<file path="config.mk">
export PLATFORM = sky130hd
export DESIGN_NAME = ifetch_unit
export DESIGN_NICKNAME = d
export VERILOG_FILES = /design/src/rtl/ifetch_unit.sv
export SDC_FILE = /design/constraint.sdc
export NUM_CORES = 1
export LEC_CHECK = 0
export ABC_CLOCK_PERIOD_IN_PS = 4470
export BUFFER_PORTS_ARGS = -buffer_cell sky130_fd_sc_hd__buf_2
export CAP_MARGIN = 15
export CORE_MARGIN = 3
export CORE_UTILIZATION = 45
export DETAILED_ROUTE_END_ITERATION = 8
export PLACE_DENSITY = 0.69
export SYNTH_ARGS = -nofsm -noshare
export SYNTH_HDL_FRONTEND = slang
export SYNTH_SLANG_ARGS = --single-unit
</file>
<file path="constraint.sdc">
create_clock -name clk -period 4.47 [get_ports clk]
set_clock_uncertainty 0.2 [all_clocks]
set_input_delay 0.447 -clock clk [delete_from_list [all_inputs] [get_ports clk]]
set_output_delay 0.447 -clock clk [all_outputs]
set_load 0.05 [all_outputs]
</file>
<file path="src/rtl/ifetch_unit.sv">
// Instruction-fetch unit: owns the PC, fetches one word per cycle into a small
// queue, and hands instructions to decode over valid/ready with redirect flush.
module ifetch_unit #(
    parameter int unsigned      WIDTH      = 32,
    parameter logic [WIDTH-1:0] RESET_PC   = '0,
    parameter int unsigned      FIFO_DEPTH = 2
) (
    input  logic             clk,
    input  logic             rst,
    output logic [WIDTH-2:0] imem_addr_out,
    input  logic [WIDTH-1:0] imem_data_in,
    input  logic             redirect_valid_in,
    input  logic [WIDTH-1:0] redirect_pc_in,
    output logic             inst_valid_out,
    input  logic             inst_ready_in,
    output logic [WIDTH-1:0] inst_out,
    output logic [WIDTH-1:0] inst_pc_out,
    output logic             fetch_misaligned_out
);

    localparam int unsigned        PTR_W    = $clog2(FIFO_DEPTH);
    localparam int unsigned        CNT_W    = $clog2(FIFO_DEPTH + 1);
    localparam logic [CNT_W-1:0]   FULL_CNT = CNT_W'(FIFO_DEPTH);
    localparam logic [CNT_W-1:0]   ONE_CNT  = CNT_W'(1);
    localparam logic [PTR_W-1:0]   ONE_PTR  = PTR_W'(1);

    typedef struct packed {
        logic [WIDTH-1:0] pc;
        logic [WIDTH-1:0] instr;
    } entry_t;

    entry_t           mem_q [FIFO_DEPTH];
    entry_t           head_q, head_d;
    entry_t           new_entry;
    logic [WIDTH-1:0] pc_q, pc_d;
    logic             halted_q, halted_d;
    logic [PTR_W-1:0] rd_ptr_q, rd_ptr_d;
    logic [PTR_W-1:0] wr_ptr_q, wr_ptr_d;
    logic [CNT_W-1:0] count_q, count_d;
    logic             push, pop;

    assign new_entry            = {pc_q, imem_data_in};
    assign imem_addr_out        = {1'b0, pc_q[WIDTH-1:2]};
    assign inst_valid_out       = (count_q != '0) & ~redirect_valid_in;
    assign pop                  = inst_valid_out & inst_ready_in;
    assign push                 = ~halted_q & ~redirect_valid_in & ((count_q != FULL_CNT) | pop);
    assign inst_out             = head_q.instr;
    assign inst_pc_out          = head_q.pc;
    assign fetch_misaligned_out = halted_q;

    always_comb begin
        // NOTE: every signal gets a default first so no path leaves one unassigned (no latches).
        pc_d     = pc_q;
        halted_d = halted_q;
        rd_ptr_d = rd_ptr_q;
        wr_ptr_d = wr_ptr_q;
        count_d  = count_q;
        head_d   = head_q;

        if (redirect_valid_in) begin
            pc_d     = {redirect_pc_in[WIDTH-1:2], 2'b00};
            halted_d = |redirect_pc_in[1:0];
            rd_ptr_d = '0;
            wr_ptr_d = '0;
            count_d  = '0;
        end else begin
            if (push) begin
                pc_d     = pc_q + WIDTH'(4);
                wr_ptr_d = wr_ptr_q + ONE_PTR;
            end
            if (pop) begin
                rd_ptr_d = rd_ptr_q + ONE_PTR;
            end
            case ({push, pop})
                2'b10:   count_d = count_q + ONE_CNT;
                2'b01:   count_d = count_q - ONE_CNT;
                default: count_d = count_q;
            endcase
            // The head register holds its last value whenever the queue drains empty.
            if (count_d != '0) begin
                if ((count_q == '0) | ((count_q == ONE_CNT) & pop)) begin
                    head_d = new_entry;
                end else begin
                    head_d = mem_q[rd_ptr_d];
                end
            end
        end
    end

    always_ff @(posedge clk or posedge rst) begin
        if (rst) begin
            pc_q     <= RESET_PC;
            halted_q <= 1'b0;
            rd_ptr_q <= '0;
            wr_ptr_q <= '0;
            count_q  <= '0;
            head_q   <= '0;
        end else begin
            pc_q     <= pc_d;
            halted_q <= halted_d;
            rd_ptr_q <= rd_ptr_d;
            wr_ptr_q <= wr_ptr_d;
            count_q  <= count_d;
            head_q   <= head_d;
        end
    end

    // NOTE: queue storage is not reset; the count and head register alone decide what is visible.
    always_ff @(posedge clk) begin
        if (push) begin
            mem_q[wr_ptr_q] <= new_entry;
        end
    end

endmodule

</file>
## After elaboration in Yosys (flattened, before gate mapping)

Memories as Yosys holds them, arrays and structs flattened.
Index checks and enable logic that the tools add are counted.
Widths: inputs -> output; s select.

| storage, ports and cells | value |
|---|---|
| register bits | 101 |
| bits in latches | 0 |
| memory bits (writable) | 128 |
| memory bits (read-only) | 0 |
| input bits | 68 |
| output and inout port bits | 97 |
| logic and storage cells | 45 |
| memories | 1 |

| cells by class | value |
|---|---|
| $add $sub $neg | 5 |
| multipliers | 0 |
| divide/modulo/power cells | 0 |
| $lt $le $gt $ge | 0 |
| equality and inequality tests | 4 |
| shifts and indexed selects | 0 |
| muxes and demuxes | 13 |
| bitwise operators | 9 |
| reduce and logical (&&, ||, !) cells | 6 |

Memories:

| memory | words | bits a word | rd ports | clocked after memory_dff | wr ports | line | text |
|---|---|---|---|---|---|---|---|
| mem_q | 2 | 64 | 1 | 0 | 1 | 32 | `entry_t mem_q [FIFO_DEPTH];` |

Operators with widths:

| kind | count |
|---|---|
| $mux 32 | 2 |
| $mux 64 | 1 |
| $add 32x3->32 const B | 1 |
| $mux 1 | 7 |
| $reduce_bool 2->1 | 3 |
| $and 1x1->1 | 5 |
| $eq 2x1->1 const B | 2 |
| $mux 2 | 2 |
| $pmux 2 s2 | 1 |
| $add 1x1->1 const B | 2 |
| $add 2x1->2 const B | 1 |
| $eq 2x2->1 const B | 1 |
| $logic_not 2->1 | 1 |
| $ne 2x2->1 const B | 1 |
| $not 1->1 | 2 |
| $or 1x1->1 | 2 |
| $reduce_and 2->1 | 1 |
| $reduce_or 2->1 | 1 |
| $sub 2x1->2 const B | 1 |

## Depth between registers and ports, before layout

| logic depth | value |
|---|---|
| depth in word-level cells | 10 |
| mapped depth | 10 |
| mapped depth without buffers | 7 |

## Least setup slack after synthesis

No wires, ideal clock.

| timing path | value |
|---|---|
| path kind | register -> register |
| start point | reg halted_q (netlist: fetch_misaligned_out) |
| end point | mem mem_q[0][0] (netlist bit) (enable) |
| setup time | 484 ps |
| arrival | 3,961 ps |
| required time | 3,786 ps |
| slack | -175 ps |
| cell stages (with the launch flop) | 6 |
| path buffers | 2 |
| period minus slack after synthesis | 4,645 ps |
| cell sequence | dfrtp_1 -> clkbuf_1 -> nor2_1 -> o21ai_0 -> clkbuf_1 -> nor2_1 |

| on the way | value |
|---|---|
| longest elaborated chain between the ends | 5 |

Ends and longest elaborated chain:

| item | line | text |
|---|---|---|
| start: declaration | 36 | `logic halted_q, halted_d;` |
| start signal: assignment | 100 | `halted_q <= halted_d;` |
| $not 1->1 | 46 | `assign push = ~halted_q & ~redirect_valid_in & ((count_q != FULL_CNT) \| pop);` |
| $and 1x1->1 (2 in a row) | 46 |  |
| $mux 1 | 110 | `if (push) begin` |
| $mux 1 (not written as such) | 111 | `mem_q[wr_ptr_q] <= new_entry;` |
| end: declaration | 32 |  |

No other way between the ends.

## Worst setup path after layout

| timing path | value |
|---|---|
| start point | reg count_q[0] |
| end point | reg head_q (netlist bit inst_out[19]) |

| on the way | value |
|---|---|
| longest elaborated chain between the ends | 10 |
| elaborated cells on any way between the ends | 22 |
| classes of those cells | add/sub: 2; eq/ne: 4; mux: 5; bitwise: 6; reduce/logical: 4; memory: 1 |

Ends and longest elaborated chain:

| item | line | text |
|---|---|---|
| start: declaration | 39 | `logic [CNT_W-1:0] count_q, count_d;` |
| start signal: assignment | 103 | `count_q <= count_d;` |
| $reduce_bool 2->1 | 44 | `assign inst_valid_out = (count_q != '0) & ~redirect_valid_in;` |
| $and 1x1->1 | 44 |  |
| $and 1x1->1 | 45 | `assign pop = inst_valid_out & inst_ready_in;` |
| $or 1x1->1 | 46 |  |
| $and 1x1->1 | 46 |  |
| $eq 2x1->1 / $eq 2x2->1 (equally long branches) | 74 | `case ({push, pop})` |
| $pmux 2 s2 | 74 |  |
| $mux 2 | 60 | `if (redirect_valid_in) begin` |
| $reduce_bool 2->1 | 80 | `if (count_d != '0) begin` |
| $reduce_and 2->1 (no source line) | - |  |
| end signal: assignment | 97 | `head_q <= '0;` |
| end signal: assignment | 104 | `head_q <= head_d;` |
| end: declaration | 33 | `entry_t head_q, head_d;` |

Parallel ways exist; a longest one is shown, timed or not. The select of a mux whose other input is x is not followed.
A chain may end at the register's enable or synchronous reset.

==> qor.csv <==
metric,value,unit
status,finished clean,
Die W,146.8,um
Synth area leaders,"edfxtp_1 (42%), dfrtp_1 (27%), o31ai_1 (5.3%)",
CTS tree,done,
vias post-DR,6829,
Synth top cells by count,"edfxtp_1 (124), nand2_1 (99), dfrtp_1 (97)",
largest net degree at the start of global routing,87,
vias per cell,5.621,
Max Clk Rate,0.3362,GHz
Initial Utilization,46.77,%
mean routed wirelength per cell,18.90,um
root buffer cell,clkbuf_16,
Synth top area share,41.72,%
First-pass DRT Iterations,5,
Final Max Tran Viols,0,
Synth area leader,edfxtp_1,
clk_lat worst skew,0.50,ns
nets,1009,
fin crit period,2.975,ns
"CTS clk-pin slew, worst paths",0.06,ns
P_leak,4.645,nW
ANT nets after route,0,
gpl congestion,0.8560,
crit path max fanout,86,
initial antenna violation count,0,
ys async rst share,43.89,%
ANT cells,0,
DP HPWL,14110,um
CTS max path bufs,3,
maxcap violations,0,
number of global-route vias before repair,6632,
All-Layer GR Usage,20.72,%
P per Cell Area,670.6,nW/um^2
Slew @ Worst Pin,0.9577,ns
RSZ-0062 raised after global routing,false,
Netlist cell types,50,
I/O pins,165,
sequential area share after synthesis,68.92,%
Slew headroom,36.15,%
Overflow after GRT,0,
setup TNS,0,ns
share of cells above drive strength 1,23.87,%
Total Die Area,21560,sq um
first-pass GRT wire length,36320,um
Worst Path Required,4.63,ns
final hold violations,0,
crit end category,flip-flop,
Clock Sinks,221,
Area Growth Syn to Fin,28.15,%
PnR Total Power,7.670,mW
Cell Rows,50,
most frequent cell after synthesis,edfxtp_1,
DRC Markers,0,
CP Launch Type,flip-flop,
top_reg_cell synth,edfxtp_1,
core outline area,19080,sq um
synthesized area per cell,12.26,sq um
VDD IR max,0.3509,mV
Setup CP Type,reg -> reg,
final setup fails,0,
H-Tree Level Count,1,
Post-synth EDFFs,124,
die height,146.8,um
final wirelength,22970,um
critical path data arrival time,3.13,ns
synthesis-stage register bit count,221,
CTS Buf Count,24,
First DRT Iteration DRCs,538,
Final period util,66.55,%
Synth Instances,728,
Hold WC Path Type,in -> reg,
Mapped Area,8925,sq um
# port buffers,161,
YS warnings,0,
==> cell type report <==
| type | instances | area (sq um) |
|---|---|---|
| clock buffers | 29 | 703.2 |
| clock inverters | 15 | 118.9 |
| fillers | 1526 | 7644 |
| inverters | 12 | 47.55 |
| multi-input cells | 448 | 2582 |
| flip-flops and latches | 221 | 6151 |
| well taps | 260 | 325.3 |
| repair buffers | 230 | 1509 |
==> cell usage in the layout (no fill, tap or decap), types with 3 or more instances in the layout <==
master,synthesis,layout
clkinvlp_4,0,3
o31ai_1,63,63
mux2i_1,3,3
ha_1,4,4
or4_1,4,4
nand3_1,23,23
buf_2,2,161
and3_1,5,5
nor2b_1,3,3
nand2_1,99,99
dlygate4sd3_1,0,59
edfxtp_1,124,124
clkinv_2,0,8
xnor2_1,3,3
buf_4,3,7
clkbuf_16,0,27
nor4_1,3,3
or2_2,3,3
o22ai_1,63,63
nor2_1,86,85
a221o_1,6,5
clkinv_4,0,3
o311ai_0,14,14
buf_12,0,3
a21oi_1,7,6
nand4_1,6,6
conb_1,1,3
dfrtp_1,97,97
inv_1,11,10
o21ai_0,9,8
o211ai_1,12,12
a21o_1,3,3
==> repair_timing <==
item	in CTS	in global routing
setup buffers	0	0
hold buffers	59	0
endpoints found under the hold margin	153	0
gates resized for setup	0	0
==> metal layers <==
metal	vias to the layer above	track usage, %	wire length [um]
met5	-	0	0
met4	0	3.857	310
met3	26	4.041	1773
met2	300	31.94	10500
met1	3335	31.13	10380
li1	3168	-	-
==> worst max-delay path: stages, from the launching register on <==
cell	delay (ns)
dfrtp_1	0.42
inv_1	0.13
ha_1	0.34
nand2b_1	0.29
mux2i_1	0.35
a221o_4	0.51
buf_12	0.37
o31ai_1	0.16
==> logic make-up (layout without fill, tap and decap cells) <==
family          after synthesis  in the layout  share of synthesized area [%]
simple gates                248            248                          12.21
buf+inv                      61            286                          2.720
xor+xnor                      3              3                         0.2945
fa+ha+maj                     4              4                         0.5608
flops                       221            221                          68.92
mux                           3              3                         0.3365
other cells                   1              3                        0.04202
compound gates              187            187                          14.92
==> sequential cells by signal, summed over array words and instances, names as in the netlist <==
name / count
mem_q: 124
inst_out: 32
inst_pc_out: 30
pc_q: 30
count_q: 2
fetch_misaligned_out: 1
rd_ptr_q: 1
wr_ptr_q: 1
==> worst paths after layout <==
| kind | slack [ns] | depth (start not counted) | from | to |
|---|---|---|---|---|
| max reg2reg | 1.50 | 7 | count_q[0] | inst_out[19] |
| min | 0.009 | 3 | redirect_pc_in[7] | pc_q[7] |
| max in group asynchronous | 2.58 | 4 | rst | inst_pc_out[30] |
| max | 1.50 | 7 | count_q[0] | inst_out[19] |
| min reg2reg | 0.27 | 2 | inst_out[23] | inst_out[23] |
| min in group asynchronous | 0.50 | 3 | rst | inst_pc_out[3] |
==> report_power, final <==
group / internal [mW] / leakage (nW) / total [mW] / switching (mW)
combinational: 0.748 / 1.92 / 2.86 / 2.11
clock: 1.19 / 0.405 / 1.99 / 0.804
sequential: 2.54 / 2.32 / 2.82 / 0.283
total: 4.47 / 4.64 / 7.67 / 3.20
==> stage by stage <==
| stage | utilization [%] | cell area (sq um) | setup WS, ns | hold slack [ns] | instances |
|---|---|---|---|---|---|
| floorplan | - | 8935 | 0.7837 | 0.2843 | 730 |
| global placement | 52.54 | 10020 | 1.346 | 0.2575 | 1112 |
| detailed placement | 52.54 | 10020 | 1.244 | 0.2612 | 1112 |
| CTS | 59.94 | 11440 | 1.482 | 0.001046 | 1215 |
| global route | 59.94 | 11440 | 1.245 | 0.005842 | 1215 |
| finish | 59.94 | 11440 | 1.495 | 0.008973 | 1215 |
Note: power is estimated with default switching activity, not from simulation.
